## src/rtl/rv_pkg.sv

```systemverilog
// ----------------------------------------------------------------------------
// rv_pkg
// Shared definitions for the RTYPE single-cycle datapath.
//   XLEN / NREGS / REG_AW : architectural data width, register count, and
//                           register address width
//   reg_addr_t / word_t   : register address and data word types
//   alu_op_t              : ALU operation encoding, shared by decoder and ALU
// ----------------------------------------------------------------------------
package rv_pkg;

  localparam int XLEN   = 32;
  localparam int NREGS  = 32;
  localparam int REG_AW = $clog2(NREGS);

  typedef logic [REG_AW-1:0] reg_addr_t;
  typedef logic [XLEN-1:0]   word_t;

  typedef enum logic [3:0] {
    ALU_ADD  = 4'b0000,
    ALU_SUB  = 4'b0001,
    ALU_AND  = 4'b0010,
    ALU_OR   = 4'b0011,
    ALU_XOR  = 4'b0100,
    ALU_SLL  = 4'b0101,
    ALU_SRL  = 4'b0110,
    ALU_SRA  = 4'b0111,
    ALU_SLT  = 4'b1000,
    ALU_SLTU = 4'b1001
  } alu_op_t;

endpackage

```

## src/rtl/reg_read_port.sv

```systemverilog
// ----------------------------------------------------------------------------
// reg_read_port
// One combinational read port of the integer register file.
//   i_addr     : register address to read
//   i_storage  : the full register array
//   i_wr_en    : write-port enable (already qualified by reset in the top)
//   i_wr_addr  : write-port address
//   i_wr_data  : write-port data, forwarded when BYPASS != 0 and addresses hit
//   o_data     : read data; address 0 always reads zero
// ----------------------------------------------------------------------------
module reg_read_port
  import rv_pkg::*;
#(
  parameter int XLEN   = rv_pkg::XLEN,
  parameter int NREGS  = rv_pkg::NREGS,
  parameter int BYPASS = 0
) (
  input  logic [$clog2(NREGS)-1:0] i_addr,
  input  logic [XLEN-1:0]          i_storage [NREGS],
  input  logic                     i_wr_en,
  input  logic [$clog2(NREGS)-1:0] i_wr_addr,
  input  logic [XLEN-1:0]          i_wr_data,
  output logic [XLEN-1:0]          o_data
);

  // x0 is forced to zero ahead of the bypass check, so a write to x0 can never
  // leak through; a non-zero i_addr matching i_wr_addr implies wr_addr != 0.
  always_comb begin
    o_data = i_storage[i_addr];
    if (i_addr == '0) begin
      o_data = '0;
    end else if ((BYPASS != 0) && i_wr_en && (i_addr == i_wr_addr)) begin
      o_data = i_wr_data;
    end
  end

endmodule

```

## src/rtl/reg_file.sv

```systemverilog
// ----------------------------------------------------------------------------
// reg_file
// Integer register file: NREGS x XLEN registers, x0 hardwired to zero.
// Two combinational operand read ports, one synchronous write port and one
// debug read port that never forwards write data.
//   clk       : clock, writes on rising edge
//   rst_n     : asynchronous active-low reset, clears all registers
//   rs1_addr  : read port 1 address      rs1_data : read port 1 data
//   rs2_addr  : read port 2 address      rs2_data : read port 2 data
//   wr_en     : write enable (reg_write)
//   wr_addr   : write address (rd)
//   wr_data   : write data (ALU result)
//   dbg_addr  : debug read address       dbg_data : debug read data
// BYPASS=1 forwards same-cycle write data to rs1/rs2. In a single-cycle
// datapath this closes a combinational loop through the ALU, so that top uses
// BYPASS=0; BYPASS=1 is intended for a registered write-back.
// ----------------------------------------------------------------------------
module reg_file
  import rv_pkg::*;
#(
  parameter int XLEN   = rv_pkg::XLEN,
  parameter int NREGS  = rv_pkg::NREGS,
  parameter int BYPASS = 1
) (
  input  logic                     clk,
  input  logic                     rst_n,
  input  logic [$clog2(NREGS)-1:0] rs1_addr,
  input  logic [$clog2(NREGS)-1:0] rs2_addr,
  output logic [XLEN-1:0]          rs1_data,
  output logic [XLEN-1:0]          rs2_data,
  input  logic                     wr_en,
  input  logic [$clog2(NREGS)-1:0] wr_addr,
  input  logic [XLEN-1:0]          wr_data,
  input  logic [$clog2(NREGS)-1:0] dbg_addr,
  output logic [XLEN-1:0]          dbg_data
);

  logic [XLEN-1:0] r_regs [NREGS];
  logic            w_wr_act;
  logic            w_wr_hit;

  // Qualifying with rst_n keeps forwarded data off the read ports while
  // reset is held, so every output reads zero during reset.
  assign w_wr_act = wr_en && rst_n;
  assign w_wr_hit = w_wr_en_nz(wr_en, wr_addr);

  function automatic logic w_wr_en_nz(input logic en,
                                      input logic [$clog2(NREGS)-1:0] addr);
    return en && (addr != '0);
  endfunction

  always_ff @(posedge clk or negedge rst_n) begin
    if (!rst_n) begin
      for (int i = 0; i < NREGS; i++) begin
        r_regs[i] <= '0;
      end
    end else if (w_wr_hit) begin
      r_regs[wr_addr] <= wr_data;
    end
  end

  reg_read_port #(
    .XLEN   (XLEN),
    .NREGS  (NREGS),
    .BYPASS (BYPASS)
  ) u_rs1 (
    .i_addr    (rs1_addr),
    .i_storage (r_regs),
    .i_wr_en   (w_wr_act),
    .i_wr_addr (wr_addr),
    .i_wr_data (wr_data),
    .o_data    (rs1_data)
  );

  reg_read_port #(
    .XLEN   (XLEN),
    .NREGS  (NREGS),
    .BYPASS (BYPASS)
  ) u_rs2 (
    .i_addr    (rs2_addr),
    .i_storage (r_regs),
    .i_wr_en   (w_wr_act),
    .i_wr_addr (wr_addr),
    .i_wr_data (wr_data),
    .o_data    (rs2_data)
  );

  // Debug port observes committed state only.
  reg_read_port #(
    .XLEN   (XLEN),
    .NREGS  (NREGS),
    .BYPASS (0)
  ) u_dbg (
    .i_addr    (dbg_addr),
    .i_storage (r_regs),
    .i_wr_en   (1'b0),
    .i_wr_addr (wr_addr),
    .i_wr_data (wr_data),
    .o_data    (dbg_data)
  );

endmodule
```

## config.mk

```make
export PLATFORM = sky130hd
export DESIGN_NAME = reg_file
export DESIGN_NICKNAME = d
export VERILOG_FILES = /design/src/rtl/rv_pkg.sv /design/src/rtl/reg_read_port.sv /design/src/rtl/reg_file.sv
export SDC_FILE = /design/constraint.sdc
export NUM_CORES = 2
export LEC_CHECK = 0
export ABC_AREA = 1
export BUFFER_PORTS_ARGS = -buffer_cell sky130_fd_sc_hd__buf_2
export CAP_MARGIN = 20
export CELL_PAD_IN_SITES_DETAIL_PLACEMENT = 1
export CELL_PAD_IN_SITES_GLOBAL_PLACEMENT = 1
export CORE_MARGIN = 2
export CORE_UTILIZATION = 42
export CTS_CLUSTER_SIZE = 16
export DETAILED_ROUTE_END_ITERATION = 10
export PLACE_DENSITY_LB_ADDON = 0.1
export RECOVER_POWER = 25
export SLEW_MARGIN = 0
export SYNTH_ARGS = -nofsm -noshare
export SYNTH_HDL_FRONTEND = slang
export SYNTH_SLANG_ARGS = --single-unit
```

## constraint.sdc

```tcl
create_clock -name clk -period 1.4 [get_ports clk]
set_clock_uncertainty 0.15 [all_clocks]
set_input_delay 0.07 -clock clk [delete_from_list [all_inputs] [get_ports clk]]
set_output_delay 0.07 -clock clk [all_outputs]
set_load 0.01 [all_outputs]
```

==> flow_summary_export.csv <==
group,metric,value,unit
critical_path,slowest_stage,"dfrtp_1",
critical_path,endpoint,"rs1_data[0]",
power,p_leak,44.0,nW
final_layout,drive_gt1_share,27.7,%
yosys,synth_area_leaders,"dfrtp_1 38%, nand2_1 17%, o21ai_0 14%",
critical_path,crit_path_cell_trace,"inv_1 -> nand2_1 -> o211ai_1 -> nand3_1 -> nand3_1 -> nand2_2 -> nand2_4 -> a21oi_4 -> buf_6",
die,start_util,42.2,%
critical_path,cpPeakStageDelay,0.41,ns
final_layout,fin_util,58.6,%
clocking,clock_path_buffers,3,
timing,worstMarginPinSlew,0.877,ns
critical_path,critPathCaptureType,"output port",
placed_design,finalWeightedCongestion,0.942,
final_layout,final_area,0.0938,mm²
timing,final.period_utilization,185,%
critical_path,rr_endpoint,"r_regs[685]",
placed_design,post_dp_cell_area,0.0826,mm²
power,powerDensity,1220,mW/mm²
timing,max_freq,385,MHz
yosys,yosys_register_bits,1024,
timing,setup_slack,-1.19,ns
critical_path,r2r_start,"r_regs[685]",
drt,routed_wirelength,393,mm
die,pin_count,151,
timing,hold-worst-slack,-0.0377,ns
drt,postRouteAntennaNets,0,
final_layout,layout.nets,11462,
drt,drt-pass1-iter-count,6,
critical_path,r2r_cells,5,
status,status,"finished with violations",
critical_path,cp_max_fo,3,
clocking,worstSkewPairLatency,0.81,ns
drt,drcViolationCount,0,
global_route,antenna_found_initial,24,
power,peakVddDrop,1.39,mV
critical_path,cp.required,1.18,ns
critical_path,cpMostUsedCell,"nand3_1",
worst_hold_path,min_path_type,"in2reg",
final_layout,reg_top3,"r_regs: 1024 flops",
die,fp.dieH,405,µm
clocking,htreeDepth,4,
die,core-area,0.160,mm²
yosys,yosysTopAreaCellShare,37.9,%
timing,setup_violations,840,
yosys,synth_top_area_cell,"dfrtp_1",
drt,num_vias,86761,
global_route,grt_pass1_wl,556,mm
final_layout,syn2layout_area_growth,38.8,%
yosys,postSynthCellCount,10485,
critical_path,criticalPathCategory,"reg2out",
critical_path,crit_arrival,2.37,ns
yosys,synth-seq-area-share,37.9,%
timing,rsz0062_at_grt,"yes",
placed_design,dp_slack,-0.731,ns
critical_path,startpoint,"r_regs[0]",
die,die_w,405,µm
timing,period_needed,2.59,ns
yosys,ys_warn_count,0,
drt,first_iter_violations,10566,
timing,hold_viol_final,1,
final_layout,nFillCells,19995,
drt,wl_per_cell,28.7,µm
critical_path,r2r_slack,0.17,ns
clocking,root_buffer,"clkbuf_16",
final_layout,top_register,"r_regs",
global_route,grt_pass1_vias,87499,
clocking,clock_sinks,1024,
yosys,synth_fp_nets,10540,
placed_design,dpl.hpwl,244,mm
final_layout,multi_input_area,0.0394,mm²
clocking,clkTransAtPathRegs,0.06,ns
clocking,cts_made_buffers,133,
yosys,synth.distinct_cells,25,
status,violations,"hold timing, setup timing",
placed_design,portBuffers,150,
final_layout,regArea,0.0256,mm²
drt,vias_per_cell,6.34,
global_route,grtUsageTotal,44.9,%
critical_path,critPathLaunchType,"flip-flop",
timing,finalSetupTns,-178.79,ns
global_route,grt_remaining_overflow,0,
yosys,avgSynthCellArea,6.45,µm²
final_layout,largest_reg_flops,1024,
job,maxCapViolCount,0,
die,num_rows,147,
timing,relSlewSlack,41.5,%
yosys,synth_area,0.0676,mm²
timing,slew_violations,0,
die,dieArea,0.164,mm²
global_route,grt_max_degree,136,
clocking,cts_tree,"built",
logic make-up after synthesis:
| family | after synthesis | synth area share (%) |
|---|---|---|
| AO/OA/AOI/OAI | 2909 | 22.6 |
| flip-flops | 1024 | 37.9 |
| buffers and inverters | 1845 | 10.6 |
| XOR/XNOR | 4 | 0.0518 |
| AND/OR/NAND/NOR | 4703 | 28.8 |
worst min-delay path by stage:
stage,startpoint,end,slack (ns),cells after the start
final,wr_addr[1],r_regs[448],-0.04,6
after global routing,wr_addr[1],r_regs[448],-0.008,6
after CTS,wr_addr[1],r_regs[768],-0.08,7
after detailed placement,r_regs[1003],r_regs[1003],0.22,0
after global placement,r_regs[1014],r_regs[1014],0.21,0
after floorplan,rst_n,r_regs[0],-0.38,0
synthesized netlist by cell type:
| cell type | n |
|---|---|
| nand3_1 | 1380 |
| buf_4 | 2 |
| nand3_2 | 1 |
| o21ai_1 | 49 |
| buf_1 | 100 |
| nor2_1 | 324 |
| nor3_1 | 6 |
| nand2_2 | 1 |
| clkbuf_1 | 682 |
| nor2_2 | 6 |
| nand2_1 | 2974 |
| nor3_4 | 2 |
| clkinv_1 | 6 |
| nor4_4 | 1 |
| xor2_1 | 4 |
| o211ai_1 | 278 |
| nand4_1 | 2 |
| buf_2 | 197 |
| dfrtp_1 | 1024 |
| o22ai_1 | 12 |
| a21oi_1 | 723 |
| nor3_2 | 6 |
| inv_2 | 10 |
| o21ai_0 | 1847 |
| inv_1 | 848 |
area by class of cell:
class                           count  area share (%)
Multi-Input combinational cell   7617            41.9
Sequential cell                  1024            27.3
Timing Repair Buffer             1766            19.5
Clock buffer                      193            4.14
Inverter                          864            3.55
Tap cell                         2160            2.88
Clock inverter                     48           0.632
Antenna cell                       18          0.0480
Timing Repair inverter              1         0.00533
through the flow:
stage	total power, mW	instances	hold WS, ns
floorplan	55.9	10485	-0.376
global route	119	13675	-0.00843
CTS	110	13558	-0.0817
finish	115	13691	-0.0377
detailed placement	71.4	13165	0.218
global placement	69.6	13165	0.215
critical path: cells and delay by family (launching register included):
family / cells / cell delay [ns]
buffers and inverters: 2 / 0.24
DFF: 1 / 0.41
AOI/OAI and AO/OA: 2 / 0.40
and+or+nand+nor: 5 / 0.51
layout by cell type, fill, tap and decap left out, types with 45 or more instances in the layout:
cell	instances
nand2_1	2706
o21ai_0	1289
buf_4	1109
nand3_1	1092
dfrtp_1	1019
inv_1	642
o21ai_1	514
a21oi_1	428
buf_12	330
nand3_2	281
o211ai_1	278
a21oi_2	269
nor2_1	255
nand2_2	220
inv_2	203
clkbuf_16	152
buf_6	147
o21ai_2	86
buf_2	73
nand2_4	45
routing by layer:
metal | wire length, µm | vias to the layer above | GRT usage, %
met5 | 135 | - | 0
met4 | 30400 | 20 | 28.4
met3 | 46700 | 1799 | 10.9
met2 | 168000 | 5508 | 67.7
met1 | 148000 | 42941 | 57.7
li1 | - | 36493 | -
power by group:
part | leakage, nW | switching [mW] | internal (mW)
registers | 12.9 | 5.15 | 35.3
logic | 28.9 | 21.9 | 15.8
clock network | 2.20 | 15.1 | 21.4
total | 44.0 | 42.2 | 72.4
repair_timing:
action                                  CTS  global route
gates resized for setup                 865           879
endpoints found under the hold margin  1998             8
gates cloned                              0            19
setup endpoints to repair                96           922
hold buffers                             42             1
buffers inserted                        118           103
pin swaps                               517           529
(Power assumes the default switching activity.)
